$ cat config.mk
export PLATFORM = sky130hd
export DESIGN_NAME = boot_copier
export DESIGN_NICKNAME = d
export VERILOG_FILES = /design/src/rtl/boot_pkg.sv /design/src/rtl/flash_word_reader.sv /design/src/rtl/boot_copier.sv
export SDC_FILE = /design/constraint.sdc
export NUM_CORES = 1
export LEC_CHECK = 0
export CAP_MARGIN = 0
export CORE_ASPECT_RATIO = 1.1
export CORE_UTILIZATION = 50
export DETAILED_ROUTE_END_ITERATION = 12
export PLACE_DENSITY = 0.8
export SYNTH_ARGS = -nofsm -noshare
export SYNTH_HDL_FRONTEND = slang
export SYNTH_HIERARCHICAL = 1
export SYNTH_SLANG_ARGS = --single-unit
$ cat constraint.sdc
create_clock -name clk -period 2.5 [get_ports clk]
set_input_delay 0.625 -clock clk [delete_from_list [all_inputs] [get_ports clk]]
set_output_delay 0.625 -clock clk [all_outputs]
set_load 0.02 [all_outputs]
$ cat src/rtl/boot_pkg.sv
// Shared types and constants for the boot flash-to-SRAM copier.
// Holds the FSM encoding, bus widths and fixed flash pin levels.
package boot_pkg;

  localparam int FLASH_AW = 23;
  localparam int WIDX_W   = 22;
  localparam int RAM_AW   = 18;
  localparam int DATA_W   = 16;
  localparam int CNT_W    = 4;

  localparam logic PIN_BYTE = 1'b1;
  localparam logic PIN_VPEN = 1'b1;
  localparam logic PIN_RP   = 1'b1;
  localparam logic PIN_WE   = 1'b1;

  typedef enum logic [2:0] {
    S_IDLE  = 3'd0,
    S_SETUP = 3'd1,
    S_WAIT  = 3'd2,
    S_LATCH = 3'd3,
    S_WRITE = 3'd4,
    S_NEXT  = 3'd5,
    S_DONE  = 3'd6
  } state_t;

endpackage

$ cat src/rtl/flash_word_reader.sv
// Single-word NOR flash read timing: start loads address and drops ce/oe,
// valid marks the last wait cycle, capture samples data and releases oe.
module flash_word_reader
  import boot_pkg::*;
#(
  parameter int WAIT_CYCLES = 4
) (
  input  logic                clk,
  input  logic                rst,
  input  logic                start,
  input  logic [WIDX_W-1:0]   word_idx,
  input  logic                capture,
  input  logic [DATA_W-1:0]   flash_data_in,
  output logic [FLASH_AW-1:0] flash_addr,
  output logic                flash_ce,
  output logic                flash_oe,
  output logic                valid,
  output logic [DATA_W-1:0]   data
);

  localparam logic [CNT_W-1:0] WAIT_LOAD =
    CNT_W'(WAIT_CYCLES - 1);

  logic [CNT_W-1:0] cnt;
  logic             waiting;

  assign valid = waiting && (cnt == '0);

  always_ff @(posedge clk or negedge rst) begin
    if (!rst) begin
      flash_addr <= '0;
      flash_ce   <= 1'b1;
      flash_oe   <= 1'b1;
      cnt        <= '0;
      waiting    <= 1'b0;
      data       <= '0;
    end else begin
      if (start) begin
        flash_addr <= {word_idx, 1'b0};
        flash_ce   <= 1'b0;
        flash_oe   <= 1'b0;
        cnt        <= WAIT_LOAD;
        waiting    <= 1'b1;
      end else if (waiting) begin
        if (cnt == '0) begin
          waiting <= 1'b0;
        end else begin
          cnt <= cnt - 1'b1;
        end
      end
      // sample on the same edge that deasserts oe
      if (capture) begin
        data     <= flash_data_in;
        flash_ce <= 1'b1;
        flash_oe <= 1'b1;
      end
    end
  end

endmodule

$ cat src/rtl/boot_copier.sv
// Copies WORDS flash words into SRAM after reset, holding the CPU in
// reset until done. Ports: flash pins, SRAM req/ack port, cpu_hold/done.
module boot_copier
  import boot_pkg::*;
#(
  parameter logic [21:0] FLASH_BASE  = 22'h000000,
  parameter logic [17:0] RAM_BASE    = 18'h00000,
  parameter logic [15:0] WORDS       = 16'h0800,
  parameter int          WAIT_CYCLES = 4
) (
  input  logic                clk,
  input  logic                rst,
  output logic [FLASH_AW-1:0] flash_addr,
  input  logic [DATA_W-1:0]   flash_data_in,
  output logic                flash_byte,
  output logic                flash_vpen,
  output logic                flash_rp,
  output logic                flash_ce,
  output logic                flash_oe,
  output logic                flash_we,
  output logic [RAM_AW-1:0]   ram_addr,
  output logic [DATA_W-1:0]   ram_wdata,
  output logic                ram_wr_req,
  input  logic                ram_wr_ack,
  output logic                cpu_hold,
  output logic                done,
  output logic [15:0]         progress
);

  state_t            state;
  state_t            state_nxt;
  logic [15:0]       idx;
  logic [WIDX_W-1:0] word_idx;
  logic              rd_start;
  logic              rd_capture;
  logic              rd_valid;

  assign flash_byte = PIN_BYTE;
  assign flash_vpen = PIN_VPEN;
  assign flash_rp   = PIN_RP;
  assign flash_we   = PIN_WE;

  // flash index wraps silently at 2^22
  assign word_idx   = FLASH_BASE + WIDX_W'(idx);
  assign rd_start   = (state == S_SETUP);
  assign rd_capture = (state == S_LATCH);

  assign ram_wr_req = (state == S_WRITE);
  assign done       = (state == S_DONE);
  assign cpu_hold   = (state != S_DONE);

  flash_word_reader #(
    .WAIT_CYCLES (WAIT_CYCLES)
  ) u_reader (
    .clk           (clk),
    .rst           (rst),
    .start         (rd_start),
    .word_idx      (word_idx),
    .capture       (rd_capture),
    .flash_data_in (flash_data_in),
    .flash_addr    (flash_addr),
    .flash_ce      (flash_ce),
    .flash_oe      (flash_oe),
    .valid         (rd_valid),
    .data          (ram_wdata)
  );

  always_ff @(posedge clk or negedge rst) begin
    if (!rst) begin
      state <= S_IDLE;
    end else begin
      state <= state_nxt;
    end
  end

  always_comb begin
    state_nxt = state;
    unique case (state)
      S_IDLE:  state_nxt = (WORDS == '0) ? S_DONE : S_SETUP;
      S_SETUP: state_nxt = S_WAIT;
      S_WAIT:  if (rd_valid) state_nxt = S_LATCH;
      S_LATCH: state_nxt = S_WRITE;
      S_WRITE: if (ram_wr_ack) state_nxt = S_NEXT;
      S_NEXT:  state_nxt = (progress == WORDS) ? S_DONE : S_SETUP;
      S_DONE:  state_nxt = S_DONE;
      default: state_nxt = S_IDLE;
    endcase
  end

  always_ff @(posedge clk or negedge rst) begin
    if (!rst) begin
      idx      <= '0;
      progress <= '0;
      ram_addr <= '0;
    end else begin
      if (state == S_IDLE) begin
        idx <= '0;
      end
      if (state == S_NEXT && progress != WORDS) begin
        idx <= idx + 16'd1;
      end
      if (state == S_LATCH) begin
        ram_addr <= RAM_BASE + RAM_AW'(idx);
      end
      if (state == S_WRITE && ram_wr_ack) begin
        progress <= progress + 16'd1;
      end
    end
  end

endmodule

==> results.ini <==
[run_status]
run_status=completed

[power]
p_leak_nw=2.56
ir_worst_vdd_uv=405
powerDensity_nw_per_um2=933
p_sw_share_pct=36.2
p_int_mw=3.24
switchingPower_mw=1.84
pwr-share-comb_pct=39.3
seqPwrFrac_pct=42.2
clockPowerShare_pct=18.4

[final_layout]
areaGrowthSynthToFinish_pct=29.2
drive_above_1_share_pct=9.85
multi_input_area_um2=1700
seqCellArea_um2=2380
fillers=622
diodes=0
fin_area_um2=5440
num-nets-final=477

[setup_path]
r2r-start=progress[3]
cp.required_ps=1880
r2r-end=idx[13]
cp-start-kind=flop
worst-r2r-setup-slack_ps=360
arrival_ps=1730
crit_fanout=6
crit_type=flop to output pin
end_kind=output pin
reg2reg_depth=6

[job]
max_cap_violations=0

[die]
ios=101
die_area_um2=8790
initial_core_util_pct=52.3
core_region_area_um2=8040
rows=34
die_x_um=89.5
die_y_um=98.2

[routing]
route.detailed.drc=0
viasPerCell=5.29
vias=2987
ant_nets=0
drt_iter0_drc=108
avgRoutedWirePerCell_um=14.6
wl_um=8270
first_pass_iters=4

[yosys]
ys_types=49
synth_edf_count=0
synth_ff_type=dfrtp_1
ys_ff_latch=95
async_flop_share_pct=100
synth_area_leader_cell=dfrtp_1
synth_top_area_share_pct=55.9
synth_area_um2=4210
ys_warn_count=6
yosys-top-cells-area=dfrtp_1 (56%), mux2_1 (10%), mux2_2 (3.2%)
synth_common_cells=dfrtp_1 (94), mux2_1 (38), nand2_1 (32)
syn_inst=350
avgSynthCellArea_um2=12.0
yosysMostFrequentCell=dfrtp_1
seq_area_frac_synth_pct=56.5

[global_routing]
track_usage_pct=20.5
grt_pass1_vias=3036
antenna_found_initial=0
grt_max_degree=57
grt_pass1_wl_um=13900
overflow=0

[sta]
setup_viol=0
clock_skew_ps=14.8
hold_viol=0
fmax_mhz=425
final.period_utilization_pct=94.2
worst_slew_pin_slew_ps=736
final_max_slew_viol_count=0
min_period_ps=2350
fin_tns_setup_ps=0
relSlewSlack_pct=50.9
rsz0062_at_grt=false

[clocking]
cts_tree=done
clock_sinks=95
clockBufferDepth=2
clk-insertion-delay-late_ps=360
post_cts_buffers=0
ctsHtreeMaxLevel=3
cts_hold_buffers=0
clk_transition_reported_paths_ps=90
cts_made_buffers=9
cts_root_buf=clkbuf_8

[place]
hpwl_um=5950
gp_congestion=0.847
placed_area_um2=5260
port_buffers=93

[min_path]
min_path_type=input port to asynchronous set/reset pin

worst max path at each step:
stage	endpoint	slack, ps	from
2_1_floorplan	u_reader/data[10]	540	state[2]
4_1_cts	ram_wr_req	20	state[2]
3_3_place_gp	progress[15]	220	ram_wr_ack
6_report	done	150	state[2]
5_1_grt	done	40	state[2]
3_5_place_dp	progress[15]	200	ram_wr_ack
per-stage QoR:
step / instances / setup WS, ps / total power [mW] / hold WS [ps] / util (%)
2_1_floorplan: 360 / 537 / 3.38 / 329 / -
3_3_place_gp: 550 / 223 / 4.13 / 464 / 65.4
3_5_place_dp: 550 / 196 / 4.21 / 474 / 65.4
4_1_cts: 565 / 18.6 / 5.14 / 235 / 67.6
5_1_grt: 565 / 41.7 / 5.40 / 270 / 67.6
6_report: 565 / 146 / 5.08 / 232 / 67.6
cell families after synthesis:
family	Yosys count	share of synthesized area (%)
adders and majority gates	5	1.49
xor gates and xnor gates	15	3.12
AOI/OAI and AO/OA	33	5.56
buffers and inverters	30	4.07
DFF	95	56.5
other	3	0.268
muxes	55	14.6
and+or+nand+nor	114	14.4
cell usage in the layout (no fill, tap or decap), types with 4 or more instances in the layout:
cell type and count:
a21o_1 5, nor2_1 17, mux2i_1 5, mux2_2 12, nand4_1 7, ha_1 5, and3_1 6, xnor2_1 8
dfrtp_1 94, nor3_1 9, nand2_1 32, clkdlybuf4s50_1 89, and2_1 4, buf_4 8, xor2_1 7, inv_1 10
nand3_1 17, o21ai_1 7, mux2_1 38, conb_1 13, clkbuf_8 11, o21ai_0 4
critical path: stages (launching register included):
cell and delay [ps]:
dfrtp_1 440, inv_1 110, or3_1 430, inv_1 70
dlygate4sd2_1 320
repair_timing:
| action | in CTS | in global routing |
|---|---|---|
| gates resized for setup | 2 | 1 |
| pin swaps | 0 | 0 |
| setup endpoints to repair | 2 | 1 |
metal layers:
layer	up-vias	GRT usage, %	part of all wire, %
li1	1406	-	-
met1	1484	25.7	44
met2	86	35.1	50
met3	11	3.38	4.5
met4	0	7.57	1.6
met5	-	0	0
flip-flops by register name, summed over array words and instances, names as in the netlist:
signal and cells:
u_reader/flash_oe 1, progress 16, u_reader/waiting 1, u_reader/data 16, u_reader/cnt 4, idx 16
u_reader/flash_addr 22, state 3, ram_addr 16
power groups by stage:
stage                     logic [mW]  registers, mW  clock network [mW]
final                           2.00           2.14               0.936
after global routing            2.18           2.21                1.01
after CTS                       2.03           2.15               0.964
after detailed placement        2.03           2.18                   0
after global placement          1.98           2.15                   0
after floorplan                0.951           2.43                   0
final cells by class:
class                   count  area share, %
flip-flops and latches     95           43.7
multi-input cells         235           31.2
repair buffers            101           18.4
clock buffers              11           2.78
well taps                 108           2.49
inverters                  11          0.759
clock inverters             4          0.575
Note: power is estimated with default switching activity, not from simulation.
